==> src/rtl/reg_dump_pkg.sv <==
// Shared types, constants and the nibble-to-ASCII helper for the register dump UART.
// Optional build macro: REG_DUMP_ASCII_EN selects the 13-byte ASCII line format.
package reg_dump_pkg;

   typedef enum logic [2:0] {
      ST_IDLE   = 3'd0,
      ST_SETTLE = 3'd1,
      ST_LATCH  = 3'd2,
      ST_SEND   = 3'd3,
      ST_NEXT   = 3'd4,
      ST_FINISH = 3'd5
   } state_t;

   localparam int NUM_REGS = 32;
`ifdef REG_DUMP_ASCII_EN
   localparam int BYTES_PER_REG = 13;
`else
   localparam int BYTES_PER_REG = 5;
`endif
   localparam logic UART_IDLE = 1'b1;

   // Uppercase hex digit: 0-9 -> 0x30-0x39, A-F -> 0x41-0x46
   function automatic logic [7:0] hex_ascii(input logic [3:0] nib);
      if (nib < 4'd10) begin
         hex_ascii = 8'h30 + {4'h0, nib};
      end else begin
         hex_ascii = 8'h37 + {4'h0, nib};
      end
   endfunction

endpackage

==> src/rtl/uart_tx_byte.sv <==
// UART 8N1 byte transmitter; ready rises in the last stop-bit cycle so a byte
// offered then starts its start bit immediately after, keeping frames back-to-back.
module uart_tx_byte
   import reg_dump_pkg::*;
#(
   parameter int BAUD_DIV = 434
) (
   input  logic       clk,
   input  logic       rst,
   input  logic [7:0] data,
   input  logic       valid,
   output logic       ready,
   output logic       tx
);

   localparam logic [15:0] BAUD_LAST = 16'(BAUD_DIV - 1);

   logic        active_r;
   logic [8:0]  shift_r;
   logic [3:0]  bit_cnt_r;
   logic [15:0] baud_cnt_r;
   logic        tx_r;
   logic        last_s;

   assign last_s = active_r && (bit_cnt_r == 4'd9) && (baud_cnt_r == BAUD_LAST);
   assign ready  = !active_r || last_s;
   assign tx     = tx_r;

   // Frame sequencer: bit 0 is the start bit, 1-8 data LSB first, 9 the stop bit
   always_ff @(posedge clk or negedge rst) begin
      if (!rst) begin
         active_r   <= 1'b0;
         shift_r    <= 9'h1FF;
         bit_cnt_r  <= 4'd0;
         baud_cnt_r <= 16'd0;
         tx_r       <= UART_IDLE;
      end else if (valid && ready) begin
         active_r   <= 1'b1;
         shift_r    <= {1'b1, data};
         bit_cnt_r  <= 4'd0;
         baud_cnt_r <= 16'd0;
         tx_r       <= 1'b0;
      end else if (active_r) begin
         if (baud_cnt_r == BAUD_LAST) begin
            baud_cnt_r <= 16'd0;
            if (bit_cnt_r == 4'd9) begin
               active_r <= 1'b0;
               tx_r     <= UART_IDLE;
            end else begin
               bit_cnt_r <= bit_cnt_r + 4'd1;
               tx_r      <= shift_r[0];
               shift_r   <= {1'b1, shift_r[8:1]};
            end
         end else begin
            baud_cnt_r <= baud_cnt_r + 16'd1;
         end
      end
   end

endmodule

==> src/rtl/reg_dump_uart_tx.sv <==
// Sweeps all 32 CPU registers through the register read port and streams them over UART.
// Build macro REG_DUMP_ASCII_EN switches from 5-byte binary records to ASCII hex lines.
module reg_dump_uart_tx
   import reg_dump_pkg::*;
#(
   parameter int BAUD_DIV      = 434,
   parameter int SETTLE_CYCLES = 2
) (
   input  logic        clk,
   input  logic        rst,
   input  logic        start,
   input  logic [31:0] regData,
   output logic [4:0]  regAddress,
   output logic        tx,
   output logic        busy,
   output logic        done
);

   localparam logic [7:0] SETTLE_LAST = 8'(SETTLE_CYCLES - 1);
   localparam logic [3:0] LAST_BYTE   = 4'(BYTES_PER_REG - 1);
   localparam logic [4:0] LAST_REG    = 5'(NUM_REGS - 1);

   state_t      state_r, next_state_s;
   logic [7:0]  settle_cnt_r, next_settle_cnt_s;
   logic [3:0]  byte_idx_r, next_byte_idx_s;
   logic [31:0] data_buf_r, next_data_buf_s;
   logic [4:0]  addr_r, next_addr_s;
   logic        busy_r, next_busy_s;
   logic        done_r, next_done_s;
   logic [7:0]  byte_s;
   logic        valid_s;
   logic        ready_s;

   assign regAddress = addr_r;
   assign busy       = busy_r;
   assign done       = done_r;
   assign valid_s    = (state_r == ST_SEND);

   // Byte selector for the current position within a register record
   always_comb begin
      byte_s = 8'h00;
`ifdef REG_DUMP_ASCII_EN
      case (byte_idx_r)
         4'd0:    byte_s = hex_ascii({3'b000, addr_r[4]});
         4'd1:    byte_s = hex_ascii(addr_r[3:0]);
         4'd2:    byte_s = 8'h20;
         4'd3:    byte_s = hex_ascii(data_buf_r[31:28]);
         4'd4:    byte_s = hex_ascii(data_buf_r[27:24]);
         4'd5:    byte_s = hex_ascii(data_buf_r[23:20]);
         4'd6:    byte_s = hex_ascii(data_buf_r[19:16]);
         4'd7:    byte_s = hex_ascii(data_buf_r[15:12]);
         4'd8:    byte_s = hex_ascii(data_buf_r[11:8]);
         4'd9:    byte_s = hex_ascii(data_buf_r[7:4]);
         4'd10:   byte_s = hex_ascii(data_buf_r[3:0]);
         4'd11:   byte_s = 8'h0D;
         4'd12:   byte_s = 8'h0A;
         default: byte_s = 8'h00;
      endcase
`else
      case (byte_idx_r)
         4'd0:    byte_s = {3'b000, addr_r};
         4'd1:    byte_s = data_buf_r[31:24];
         4'd2:    byte_s = data_buf_r[23:16];
         4'd3:    byte_s = data_buf_r[15:8];
         4'd4:    byte_s = data_buf_r[7:0];
         default: byte_s = 8'h00;
      endcase
`endif
   end

   uart_tx_byte #(.BAUD_DIV(BAUD_DIV)) u_uart (
      .clk   (clk),
      .rst   (rst),
      .data  (byte_s),
      .valid (valid_s),
      .ready (ready_s),
      .tx    (tx)
   );

   // Sweep sequencer next-state logic
   always_comb begin
      next_state_s      = state_r;
      next_settle_cnt_s = settle_cnt_r;
      next_byte_idx_s   = byte_idx_r;
      next_data_buf_s   = data_buf_r;
      next_addr_s       = addr_r;
      next_busy_s       = busy_r;
      next_done_s       = 1'b0;
      case (state_r)
         ST_IDLE: begin
            if (start) begin
               next_addr_s       = 5'd0;
               next_settle_cnt_s = 8'd0;
               next_busy_s       = 1'b1;
               next_state_s      = ST_SETTLE;
            end else begin
               next_busy_s = 1'b0;
            end
         end
         ST_SETTLE: begin
            if (settle_cnt_r == SETTLE_LAST) begin
               next_settle_cnt_s = 8'd0;
               next_state_s      = ST_LATCH;
            end else begin
               next_settle_cnt_s = settle_cnt_r + 8'd1;
            end
         end
         ST_LATCH: begin
            next_data_buf_s = regData;
            next_byte_idx_s = 4'd0;
            next_state_s    = ST_SEND;
         end
         ST_SEND: begin
            if (ready_s) begin
               if (byte_idx_r == LAST_BYTE) begin
                  next_state_s = ST_NEXT;
               end else begin
                  next_byte_idx_s = byte_idx_r + 4'd1;
               end
            end else begin
               next_state_s = ST_SEND;
            end
         end
         ST_NEXT: begin
            if (addr_r == LAST_REG) begin
               next_state_s = ST_FINISH;
            end else begin
               next_addr_s  = addr_r + 5'd1;
               next_state_s = ST_SETTLE;
            end
         end
         ST_FINISH: begin
            // ready here means the final stop bit is in its last cycle
            if (ready_s) begin
               next_done_s  = 1'b1;
               next_busy_s  = 1'b0;
               next_addr_s  = 5'd0;
               next_state_s = ST_IDLE;
            end else begin
               next_state_s = ST_FINISH;
            end
         end
         default: begin
            next_state_s = ST_IDLE;
            next_busy_s  = 1'b0;
         end
      endcase
   end

   // Sweep sequencer state register
   always_ff @(posedge clk or negedge rst) begin
      if (!rst) begin
         state_r      <= ST_IDLE;
         settle_cnt_r <= 8'd0;
         byte_idx_r   <= 4'd0;
         data_buf_r   <= 32'd0;
         addr_r       <= 5'd0;
         busy_r       <= 1'b0;
         done_r       <= 1'b0;
      end else begin
         state_r      <= next_state_s;
         settle_cnt_r <= next_settle_cnt_s;
         byte_idx_r   <= next_byte_idx_s;
         data_buf_r   <= next_data_buf_s;
         addr_r       <= next_addr_s;
         busy_r       <= next_busy_s;
         done_r       <= next_done_s;
      end
   end

endmodule

==> config.mk <==
export PLATFORM = sky130hd
export DESIGN_NAME = reg_dump_uart_tx
export DESIGN_NICKNAME = d
export VERILOG_FILES = /design/src/rtl/reg_dump_pkg.sv /design/src/rtl/uart_tx_byte.sv /design/src/rtl/reg_dump_uart_tx.sv
export SDC_FILE = /design/constraint.sdc
export NUM_CORES = 1
export LEC_CHECK = 0
export ABC_AREA = 1
export CAP_MARGIN = 20
export CORE_MARGIN = 2
export CORE_UTILIZATION = 50
export DETAILED_ROUTE_END_ITERATION = 7
export PLACE_DENSITY = 0.78
export SLEW_MARGIN = 40
export SYNTH_ARGS = -nofsm -noshare
export SYNTH_HDL_FRONTEND = slang
export SYNTH_SLANG_ARGS = --single-unit
==> constraint.sdc <==
create_clock -name clk -period 2.5 [get_ports clk]
set_input_delay 0.25 -clock clk [delete_from_list [all_inputs] [get_ports clk]]
set_output_delay 0.25 -clock clk [all_outputs]
set_load 0.05 [all_outputs]
==> results by group, run 1 <==
Power and ir drop
  • Overall Power: 2.342 mW
  • Pleak: 2.510 nW
  • Worst vdd ir: 0.2740 mV
  • Clock power frac: 0.385
  • Seq pwr share: 0.580
  • Combinational Power Share: 0.035
  • Switch share: 0.2341
  • P_sw: 548.3 µW
  • Pwr per Cell Area: 443.7 nW/µm²
  • Pint: 1.794 mW

Clock tree
  • CTS H-tree depth: 3
  • CTS tree: built
  • Resized Gates After CTS: 0
  • CTS max path bufs: 2
  • Total CTS buffers: 9
  • Hold-fix buffers, CTS: 1
  • Clock sink total: 84
  • Post-CTS Setup Inserts: 0
  • CTS clk-pin slew, worst paths: 0.09 ns
  • CTS Root Cell: clkbuf_8
  • Worst skew pair latency: 0.35 ns

Worst hold path
  • Worst hold start: regData[16]
  • Hold Path Class: in2reg

Worst setup path
  • Worst-path fanout max: 30
  • Worst r2r src: state_r[2]$_DFFE_PN0P_
  • Critical Path End Type: flop
  • WP data arrival: 2.33 ns
  • CP startpoint kind: flop
  • Worst path most repeated cell: nor2_1
  • CP required: 2.77 ns
  • Worst setup path start: state_r[2]$_DFFE_PN0P_
  • CP peak stage delay: 0.62 ns
  • Critical-path cell list: nor2_1, inv_2, nor2_2, clkinv_1, nand2_1, nor2_1, o21ai_0
  • Crit path kind: reg2reg
  • CP max-delay cell: clkinv_1

Synth
  • Post-synthesis adder-cell area fraction: 0.03273
  • Syn avg cell area: 7.709 µm²
  • Distinct cells, synth: 42
  • Xor/xnor share of the synthesized area: 0.03437
  • Synth Area in Simple Gates: 0.3568
  • Main combinational cell family by area after synthesis: simple AND/OR/NAND/NOR gates
  • Post-synthesis cell area: 4587 µm²
  • Post-synth top flop: dfrtp_1
  • Register area share after synthesis: 0.4607
  • Synth Area in Compound Gates: 0.05128
  • Syn. warnings: 0
  • Register bit total from synthesis: 84
  • Syn nets: 642
  • Portion of netlist area occupied by mux cells: 0.002182
  • EDFF count, synth: 0
  • Asr flop ratio synth: 1.000
  • Synth Instances: 595

Layout
  • Layout area overhead: 15.08%
  • Fin area: 5279 µm²
  • Utilization after layout: 0.5995
  • Fillers: 778
  • Commonest non-fill, non-tap cell in the layout: nand2_1
  • Nets: 687
  • Antenna diodes: 0
  • Fraction of layout cells with a size suffix above 1: 0.09457
  • Commonest cells after routing, fill and taps aside: 247 x nand2_1, 75 x dfrtp_1, 57 x nor2_1

STA
  • Slew HR: 0.4817
  • Post-Route Setup TNS: 0 ns
  • RSZ-0062 raised after global routing: no
  • Period utilization: 0.8247
  • Final setup violation count: 0
  • Period minus WS final: 2.062 ns
  • Slew @ Worst Pin: 0.7726 ns
  • Fin. max-slew vios: 0
  • Fin. Hold Viols: 0
  • Fmax achieved: 485.0 MHz
  • Max Clock Skew: 0.009831 ns

Floorplan
  • Die X: 99.78 µm
  • Full die area: 9956 µm²
  • Core area: 8806 µm²
  • Die Height: 99.78 µm
  • Initial core utilization: 0.5209
  • FP Rows: 34
  • # IOs: 43

Placed design
  • Post-DP Area: 5091 µm²
  • Final GP Congestion: 0.8973
  • Hpwl dp: 6906 µm
  • Port Buffers: 42

Route
  • DR WL/cell: 12.62 µm
  • DRC: 0
  • Final wirelength: 9504 µm
  • Vias per inst: 5.149
  • Routed vias: 3877
  • First DRT Iteration DRCs: 125
  • Final antenna-violating net count: 0
  • TritonRoute pass-1 iters: 4

GRT
  • Number of global-route vias before repair: 3911
  • First-pass GRT wire length: 16930 µm
  • Largest net degree at the start of global routing: 81
  • Total Routing Usage GR: 0.2088
  • Initial antenna violation count: 0
  • Total grt overflow: 0

Outcome
  • Status: completed

Flow run
  • Max-Cap Viols: 0
state kept, by name, indices dropped and copies added (netlist names):
signal,cells
data_buf_r,32
u_uart.baud_cnt_r,16
settle_cnt_r,8
u_uart.shift_r,8
regAddress,5
byte_idx_r,4
u_uart.bit_cnt_r,4
state_r,3
busy,1
done,1
u_uart.active_r,1
u_uart.tx,1
final timing paths:
kind	to	slack [ns]	depth (start not counted)
max	state_r[0]$_DFFE_PN0P_	0.44	7
min	data_buf_r[16]$_DFFE_PN0P_	0.42	3
max reg2reg	state_r[0]$_DFFE_PN0P_	0.44	7
min reg2reg	u_uart.shift_r[6]$_DFFE_PN1P_	0.47	2
max in group asynchronous	u_uart.shift_r[5]$_DFFE_PN1P_	1.34	3
min in group asynchronous	settle_cnt_r[3]$_DFFE_PN0P_	0.49	2
synth_stat cells (all sizes together) (2+ instances only):
cell / count / share of area
o22ai: 5 / 0.0068
nor4: 2 / 0.0027
xnor2: 6 / 0.011
dfrtp: 75 / 0.41
a22o: 2 / 0.0038
inv: 55 / 0.045
or2: 2 / 0.0027
o21ai: 19 / 0.023
buf: 11 / 0.016
a21oi: 5 / 0.0055
dfstp: 9 / 0.052
nand4: 11 / 0.015
xor2: 12 / 0.023
nand2: 254 / 0.22
nor2: 65 / 0.062
nand3: 26 / 0.033
nor3: 13 / 0.017
ha: 12 / 0.033
a31oi: 3 / 0.0041
metrics by stage:
step	worst slack [ns]	instances	hold slack, ns
floorplan	0.7002	595	-0.04559
finish	0.4383	753	0.4227
CTS	0.5311	753	0.4157
global route	0.2323	753	0.4206
global placement	0.6404	736	0.4503
detailed placement	0.5161	736	0.3399
power by group through the flow:
stage	Sequential [mW]	Combinational (mW)	Clock (mW)
final	1.36	0.0819	0.902
after global routing	1.36	0.0928	0.967
after CTS	1.36	0.0848	0.913
after detailed placement	1.38	0.0834	0
after global placement	1.38	0.0821	0
after floorplan	1.38	0.000288	0
cells by family after synthesis:
kind of cell,Yosys count
AO/OA/AOI/OAI,37
multiplexers,1
adder cells (fa/ha/maj),12
XOR/XNOR,18
buffers and inverters,67
flip-flops,84
AND/OR/NAND/NOR,376
area by class of cell:
| class | count | area, µm² | area share |
|---|---|---|---|
| repair buffers | 46 | 454.2 | 0.08604 |
| inverters | 55 | 206.4 | 0.03911 |
| flip-flops and latches | 84 | 2113 | 0.4003 |
| clock buffers | 10 | 137.6 | 0.02607 |
| clock inverters | 6 | 40.04 | 0.007585 |
| well taps | 108 | 135.1 | 0.02560 |
| multi-input cells | 444 | 2192 | 0.4153 |
worst max-delay path: cells and delay by family, from the launching register on:
kind	cells	cell delay, ns
buffers and inverters	2	0.73
AO/OA/AOI/OAI	1	0.16
AND/OR/NAND/NOR	4	0.70
flip-flops	1	0.40
layer usage:
layer,vias up,track usage,wire [µm]
met2,78,0.3659,4624
met4,0,0.07798,175
met3,15,0.03482,327
met1,1837,0.2600,4376
li1,1947,-,-
met5,-,0,0
No activity file was read; power rests on OpenSTA's default activity.
==> run 2, diff against run 1 <==
--- a/config.mk
+++ b/config.mk
@@ -10,7 +10,7 @@
 export CORE_MARGIN = 2
 export CORE_UTILIZATION = 50
 export DETAILED_ROUTE_END_ITERATION = 7
-export PLACE_DENSITY = 0.78
+export PLACE_DENSITY = 0.81
 export SLEW_MARGIN = 40
 export SYNTH_ARGS = -nofsm -noshare
 export SYNTH_HDL_FRONTEND = slang
==> constraint.sdc (replaced) <==
create_clock -name clk -period 1.7 [get_ports clk]
set_input_delay 0.17 -clock clk [delete_from_list [all_inputs] [get_ports clk]]
set_output_delay 0.17 -clock clk [all_outputs]
set_load 0.05 [all_outputs]
==> run 2 against run 1 <==
Effect of this change: the flow now finishes with violations (negative setup slack); fmax rose by 19%; cell count increased by 5.3%; non-clock buffer count increased by 39; via count grew 7.1%; first-iteration DRC count up 57%; combinational power increased by 55%; critical endpoint is now u_uart.baud_cnt_r[3]$_DFFE_PN0N_.
==> results by group, run 2 (synthesis results as in run 1) <==
Power and ir drop
  • Switch share: 0.2167 (-0.01744)
  • Pleak: 2.737 nW (+9.1%)
  • Pwr per Cell Area: 632.4 nW/µm² (+43%)
  • Combinational Power Share: 0.035 (about the same)
  • Overall Power: 3.617 mW (+54%)
  • Pint: 2.833 mW (+58%)
  • Worst vdd ir: 0.3726 mV (+36%)
  • Seq pwr share: 0.552 (-0.028)
  • P_sw: 783.7 µW (+43%)
  • Clock power frac: 0.413 (+0.028)

GRT
  • Number of global-route vias before repair: 4138 (+5.8%)
  • Initial antenna violation count: 0 (unchanged)
  • First-pass GRT wire length: 18140 µm (+7.2%)
  • Total grt overflow: 0 (unchanged)
  • Largest net degree at the start of global routing: 42 (-48%)
  • Total Routing Usage GR: 0.2263 (+0.01754)

Layout
  • Fin area: 5719 µm² (+8.3%)
  • Layout area overhead: 24.69%
  • Commonest cells after routing, fill and taps aside: 243 x nand2_1, 72 x dfrtp_1, 52 x nor2_1
  • Commonest non-fill, non-tap cell in the layout: nand2_1
  • Biggest regs: data_buf_r x32, u_uart.baud_cnt_r x16
  • Nets: 727 (+5.8%)
  • Register area: 2117 µm² (+0.18%)
  • Fillers: 730 (-6.2%)
  • Fraction of layout cells with a size suffix above 1: 0.1869 (+0.09229)
  • Antenna diodes: 0 (unchanged)
  • Max reg flops: 32 (unchanged)
  • Footprint of the multi-input gates: 2283 µm² (+4.2%)
  • Most flop-heavy register: data_buf_r

STA
  • Fin. max-slew vios: 0 (unchanged)
  • Period utilization: 1.023 (+0.1987)
  • Post-Route Setup TNS: -0.3297 ns (-0.3297 ns)
  • Slew HR: 0.6190 (+0.1373)
  • Slew @ Worst Pin: 0.5715 ns (-0.2011 ns)
  • Max Clock Skew: 0.01093 ns (+0.001097 ns)
  • Final setup violation count: 18 (+18)
  • RSZ-0062 raised after global routing: yes
  • Setup slack after layout: -0.03969 ns (-0.4780 ns)
  • Period minus WS final: 1.740 ns (-0.3220 ns)
  • Fin. Hold Viols: 0 (unchanged)
  • Fmax achieved: 574.8 MHz (+19%)

Floorplan
  • Full die area: 9956 µm² (unchanged)
  • # IOs: 43 (unchanged)
  • Die Height: 99.78 µm (unchanged)
  • Die X: 99.78 µm (unchanged)
  • Core area: 8806 µm² (unchanged)
  • Initial core utilization: 0.5209 (unchanged)
  • FP Rows: 34 (unchanged)

Clock tree
  • Total CTS buffers: 9 (unchanged)
  • Clock sink total: 84 (unchanged)
  • CTS Root Cell: clkbuf_8
  • CTS H-tree depth: 3 (unchanged)
  • CTS clk-pin slew, worst paths: 0.09 ns (about the same)
  • Worst skew pair latency: 0.36 ns (about the same)
  • CTS max path bufs: 2 (unchanged)
  • CTS tree: built

Placed design
  • Final GP Congestion: 0.8894 (-0.88%)
  • Post-DP Area: 5318 µm² (+4.4%)
  • Port Buffers: 42 (unchanged)
  • Hpwl dp: 7693 µm (+11%)

Outcome
  • Failing checks: negative setup slack
  • Status: complete, but fails checks

Route
  • Routed vias: 4153 (+7.1%)
  • First DRT Iteration DRCs: 196 (+57%)
  • Final antenna-violating net count: 0 (unchanged)
  • Final wirelength: 10860 µm (+14%)
  • TritonRoute pass-1 iters: 5 (+1)
  • DR WL/cell: 13.70 µm (+8.5%)
  • Vias per inst: 5.237 (+1.7%)
  • DRC: 0 (unchanged)

Worst setup path
  • CP required: 1.95 ns (-0.82 ns)
  • Crit path kind: reg2reg
  • WP data arrival: 1.99 ns (-0.34 ns)
  • CP startpoint kind: flop
  • Critical Path End Type: flop
  • Worst-path fanout max: 7 (-77%)

Worst hold path
  • Hold Path Class: in2async

Flow run
  • Max-Cap Viols: 0 (unchanged)
run 2: cell types whose count changed in the layout (fill, tap and decap cells not counted), moves of 4 or more:
cell,before,now
buf_4,3,44
clkdlybuf4s50_1,41,34
nand2_1,247,243
nand2_2,4,9
nor2_1,57,52
o21ai_0,15,11
run 2: final cells by class:
type	instances	area share
Clock buffer	11	0.02647
Clock inverter	5	0.01050
Multi-Input combinational cell	445	0.3993
Timing Repair Buffer	85	0.1334
Tap cell	108	0.02363
Sequential cell	84	0.3702
Inverter	55	0.03653
run 2: routing by layer:
layer  vias to the layer above  track usage  share of wire  wire length (µm)
li1                       2040            -              -                 -
met1                      1951       0.2805           0.42              4587
met2                       138       0.3919           0.50              5469
met3                        24      0.04248          0.052               561
met4                         0      0.09062          0.023               246
met5                         -            0              0                 0
run 2: final timing paths:
path	from	end	slack [ns]	depth (start not counted)
min reg2reg	u_uart.shift_r[4]$_DFFE_PN1P_	u_uart.shift_r[4]$_DFFE_PN1P_	0.46	2
min in group clk	regData[2]	data_buf_r[2]$_DFFE_PN0P_	0.34	3
max in group asynchronous	rst	u_uart.tx$_DFFE_PN1P_	0.72	3
min	rst	settle_cnt_r[6]$_DFFE_PN0P_	0.34	2
max reg2reg	u_uart.baud_cnt_r[1]$_DFFE_PN0N_	u_uart.baud_cnt_r[3]$_DFFE_PN0N_	-0.04	12
max	u_uart.baud_cnt_r[1]$_DFFE_PN0N_	u_uart.baud_cnt_r[3]$_DFFE_PN0N_	-0.04	12
run 2: per-stage QoR:
stage               instances  utilization  setup WS [ns]  hold WS, ns
floorplan                 595            -        0.03739      -0.1256
global placement          765       0.6039        0.05384       0.1934
detailed placement        765       0.6039      -0.007649       0.2052
CTS                       782       0.6289       -0.01356       0.3287
global route              793       0.6495        -0.1033       0.3377
finish                    793       0.6495       -0.03969       0.3379
run 2: power by group through the flow:
stage	Clock (mW)	Combinational, mW	Sequential (mW)
3_3_place_gp	0	0.126	2.04
5_1_grt	1.62	0.141	2.00
4_1_cts	1.52	0.131	2.00
3_5_place_dp	0	0.129	2.04
2_1_floorplan	0	0.000423	2.04
6_report	1.49	0.127	2.00
run 2: what timing repair did:
action                                 in CTS  in global routing
setup endpoints to repair                   8                 40
hold buffers                                1                  0
endpoints found under the hold margin      31                  0
gates cloned                                0                  1
buffers inserted                            0                 10
gates resized for setup                     1                 33
pin swaps                                   0                 15
run 2: critical path, stage by stage, from the launching register on:
cell	delay, ns
dfrtp_1	0.39
inv_2	0.09
ha_4	0.13
nand2_2	0.04
inv_2	0.05
nand2_2	0.06
nor2_4	0.13
nand3_4	0.13
nand2_8	0.13
nand2_8	0.08
o21ai_4	0.15
buf_6	0.19
nor3b_2	0.05
==> run 3, diff against run 2 <==
--- a/config.mk
+++ b/config.mk
@@ -7,10 +7,13 @@
 export LEC_CHECK = 0
 export ABC_AREA = 1
 export CAP_MARGIN = 20
+export CELL_PAD_IN_SITES_DETAIL_PLACEMENT = 0
+export CELL_PAD_IN_SITES_GLOBAL_PLACEMENT = 1
 export CORE_MARGIN = 2
-export CORE_UTILIZATION = 50
+export CORE_UTILIZATION = 38
 export DETAILED_ROUTE_END_ITERATION = 7
-export PLACE_DENSITY = 0.81
+export GPL_ROUTABILITY_DRIVEN = 0
+export PLACE_DENSITY_LB_ADDON = 0.1
 export SLEW_MARGIN = 40
 export SYNTH_ARGS = -nofsm -noshare
 export SYNTH_HDL_FRONTEND = slang
==> run 3 against run 2 <==
Effect of this change: the flow still finishes with violations (negative setup slack); worst hold slack lost 0.020 ns; flip-flop and latch count did not move; cell area is 3.6% higher; cell count is 5.5% higher; die area grew 30%; critical path type unchanged; largest power group unchanged.
==> results by group, run 3 (synthesis results as in run 1) <==
Clock tree
  • Total CTS buffers: 9 (unchanged)
  • CTS max path bufs: 2 (unchanged)
  • CTS Root Cell: clkbuf_16
  • CTS clk-pin slew, worst paths: 0.06 ns (-0.03 ns)
  • Clock sink total: 84 (unchanged)
  • CTS H-tree depth: 3 (unchanged)
  • CTS tree: built
  • Worst skew pair latency: 0.34 ns (-0.02 ns)

Worst setup path
  • Worst path most repeated cell: nand2_1
  • Critical-path cell list: inv_2, ha_4, nand2_1, inv_1, nand2_2, nor2_4, nand3_4, nand2_8, nand2_8, o21ai_4, nand2_4, nand2_1, nand2_1
  • Critical Path End Type: flop
  • CP startpoint kind: flop
  • WP data arrival: 1.98 ns (about the same)
  • CP max-delay cell: dfrtp_1
  • CP Buf/Inv Count: 2 (-1)
  • Worst-path fanout max: 8 (+1)
  • CP required: 1.93 ns (-0.02 ns)
  • CP top delay family: simple AND/OR/NAND/NOR gates
  • CP peak stage delay: 0.39 ns (about the same)
  • Crit path kind: reg2reg

Layout
  • Commonest cells after routing, fill and taps aside: 235 x nand2_1, 73 x dfrtp_1, 52 x nor2_1
  • Commonest non-fill, non-tap cell in the layout: nand2_1
  • Footprint of the multi-input gates: 2312 µm² (+1.3%)
  • Fin area: 5923 µm² (+3.6%)
  • Fillers: 1243 (+70%)
  • Max reg flops: 32 (unchanged)
  • Nets: 732 (+0.69%)
  • Layout area overhead: 29.13%
  • Fraction of layout cells with a size suffix above 1: 0.2000 (+0.01314)
  • Register area: 2116 µm² (about the same)
  • Biggest regs: data_buf_r x32, u_uart.baud_cnt_r x16
  • Antenna diodes: 0 (unchanged)
  • Most flop-heavy register: data_buf_r

GRT
  • Number of global-route vias before repair: 3877 (-6.3%)
  • Initial antenna violation count: 0 (unchanged)
  • Largest net degree at the start of global routing: 31 (-26%)
  • First-pass GRT wire length: 18440 µm (+1.7%)
  • Total grt overflow: 0 (unchanged)
  • Total Routing Usage GR: 0.1798 (-0.04656)

Floorplan
  • Die Height: 113.9 µm (+14%)
  • # IOs: 43 (unchanged)
  • FP Rows: 40 (+18%)
  • Full die area: 12970 µm² (+30%)
  • Initial core utilization: 0.3851 (-0.1358)
  • Die X: 113.9 µm (+14%)
  • Core area: 11910 µm² (+35%)

STA
  • Max Clock Skew: 0.007160 ns (-0.003768 ns)
  • Slew HR: 0.6751 (+0.05606)
  • Slew @ Worst Pin: 0.4859 ns (-0.08561 ns)
  • Fin. Hold Viols: 0 (unchanged)
  • Setup slack after layout: -0.04795 ns (-0.008265 ns)
  • Period minus WS final: 1.748 ns (+0.008265 ns)
  • RSZ-0062 raised after global routing: yes
  • Fmax achieved: 572.1 MHz (-0.47%)
  • Min Hold Slack: 0.3174 ns (-0.02042 ns)
  • Period utilization: 1.028 (+0.004862)
  • Fin. max-slew vios: 0 (unchanged)
  • Final setup violation count: 16 (-2)

Power and ir drop
  • Pwr per Cell Area: 677.2 nW/µm² (+7.1%)
  • Pleak: 2.812 nW (+2.7%)
  • Worst vdd ir: 0.3182 mV (-15%)

Outcome
  • Status: complete, but fails checks
  • Failing checks: negative setup slack

Route
  • First DRT Iteration DRCs: 207 (+5.6%)
  • Routed vias: 3938 (-5.2%)
  • TritonRoute pass-1 iters: 4 (-1)
  • DRC: 0 (unchanged)
  • Final antenna-violating net count: 0 (unchanged)
  • DR WL/cell: 12.99 µm (-5.2%)
  • Vias per inst: 4.705 (-10%)
  • Final wirelength: 10870 µm (about the same)

Flow run
  • Max-Cap Viols: 0 (unchanged)

Placed design
  • Port Buffers: 42 (unchanged)
  • Post-DP Area: 5436 µm² (+2.2%)
  • Hpwl dp: 8020 µm (+4.3%)

Worst hold path
  • Hold Path Class: in2async
-- run 3: cell count changes in the layout (fill, tap and decap cells not counted), sizes merged --
cell / previous run / this run
bufinv: 1 / 0
clkinvlp: 1 / 0
dlygate4sd2: 1 / 0
clkinv: 3 / 2
clkbuf: 11 / 14
buf: 49 / 55
-- run 3: worst paths after layout --
path,start,endpoint,slack (ns),depth (start not counted)
worst max register to register,u_uart.baud_cnt_r[1]$_DFFE_PN0N_,u_uart.bit_cnt_r[3]$_DFFE_PN0P_,-0.05,13
worst max-delay path,u_uart.baud_cnt_r[1]$_DFFE_PN0N_,u_uart.bit_cnt_r[3]$_DFFE_PN0P_,-0.05,13
min in group clk,regData[22],data_buf_r[22]$_DFFE_PN0P_,0.37,3
max in group asynchronous,rst,u_uart.shift_r[6]$_DFFE_PN1P_,0.80,3
worst min-delay path,rst,settle_cnt_r[5]$_DFFE_PN0P_,0.32,2
worst min register to register,u_uart.shift_r[4]$_DFFE_PN1P_,u_uart.shift_r[4]$_DFFE_PN1P_,0.47,2
-- run 3: repair_timing --
action,CTS,global route
setup buffers,1,6
endpoints found under the hold margin,28,0
hold buffers,1,0
gates resized for setup,7,39
setup endpoints to repair,18,40
cloned,1,0
pin swaps,2,11
-- run 3: power by group --
part | switching [mW] | internal [mW] | total (mW) | leakage [nW]
logic | 0.0517 | 0.0777 | 0.129 | 1.77
clock network | 0.775 | 1.11 | 1.88 | 0.143
registers | 0 | 2.00 | 2.00 | 0.896
-- run 3: area by class of cell --
class / count / area share
Inverter: 55 / 0.03570
Multi-Input combinational cell: 445 / 0.3904
Clock inverter: 2 / 0.001690
Timing Repair Buffer: 90 / 0.1377
Sequential cell: 84 / 0.3572
Clock buffer: 14 / 0.04626
Tap cell: 147 / 0.03105
-- run 3: metal layers --
metal	vias up	wire (µm)	GRT usage
met1	1837	5275	0.2383
met3	11	309	0.03029
li1	2045	-	-
met4	0	178	0.06341
met2	45	5111	0.2986
met5	-	0	0
-- run 3: through the flow --
stage | utilization | std cells | total power [mW] | TNS [ns] | setup slack, ns
final | 0.4973 | 837 | 4.011 | -0.4118 | -0.04795
after global routing | 0.4973 | 837 | 4.169 | -3.609 | -0.1559
after CTS | 0.4845 | 831 | 4.084 | -0.1195 | -0.01876
after detailed placement | 0.4564 | 812 | 2.169 | -0.4447 | -0.09008
after global placement | 0.4564 | 812 | 2.168 | 0 | 0.0004454
after floorplan | - | 595 | 2.037 | 0 | 0.03739
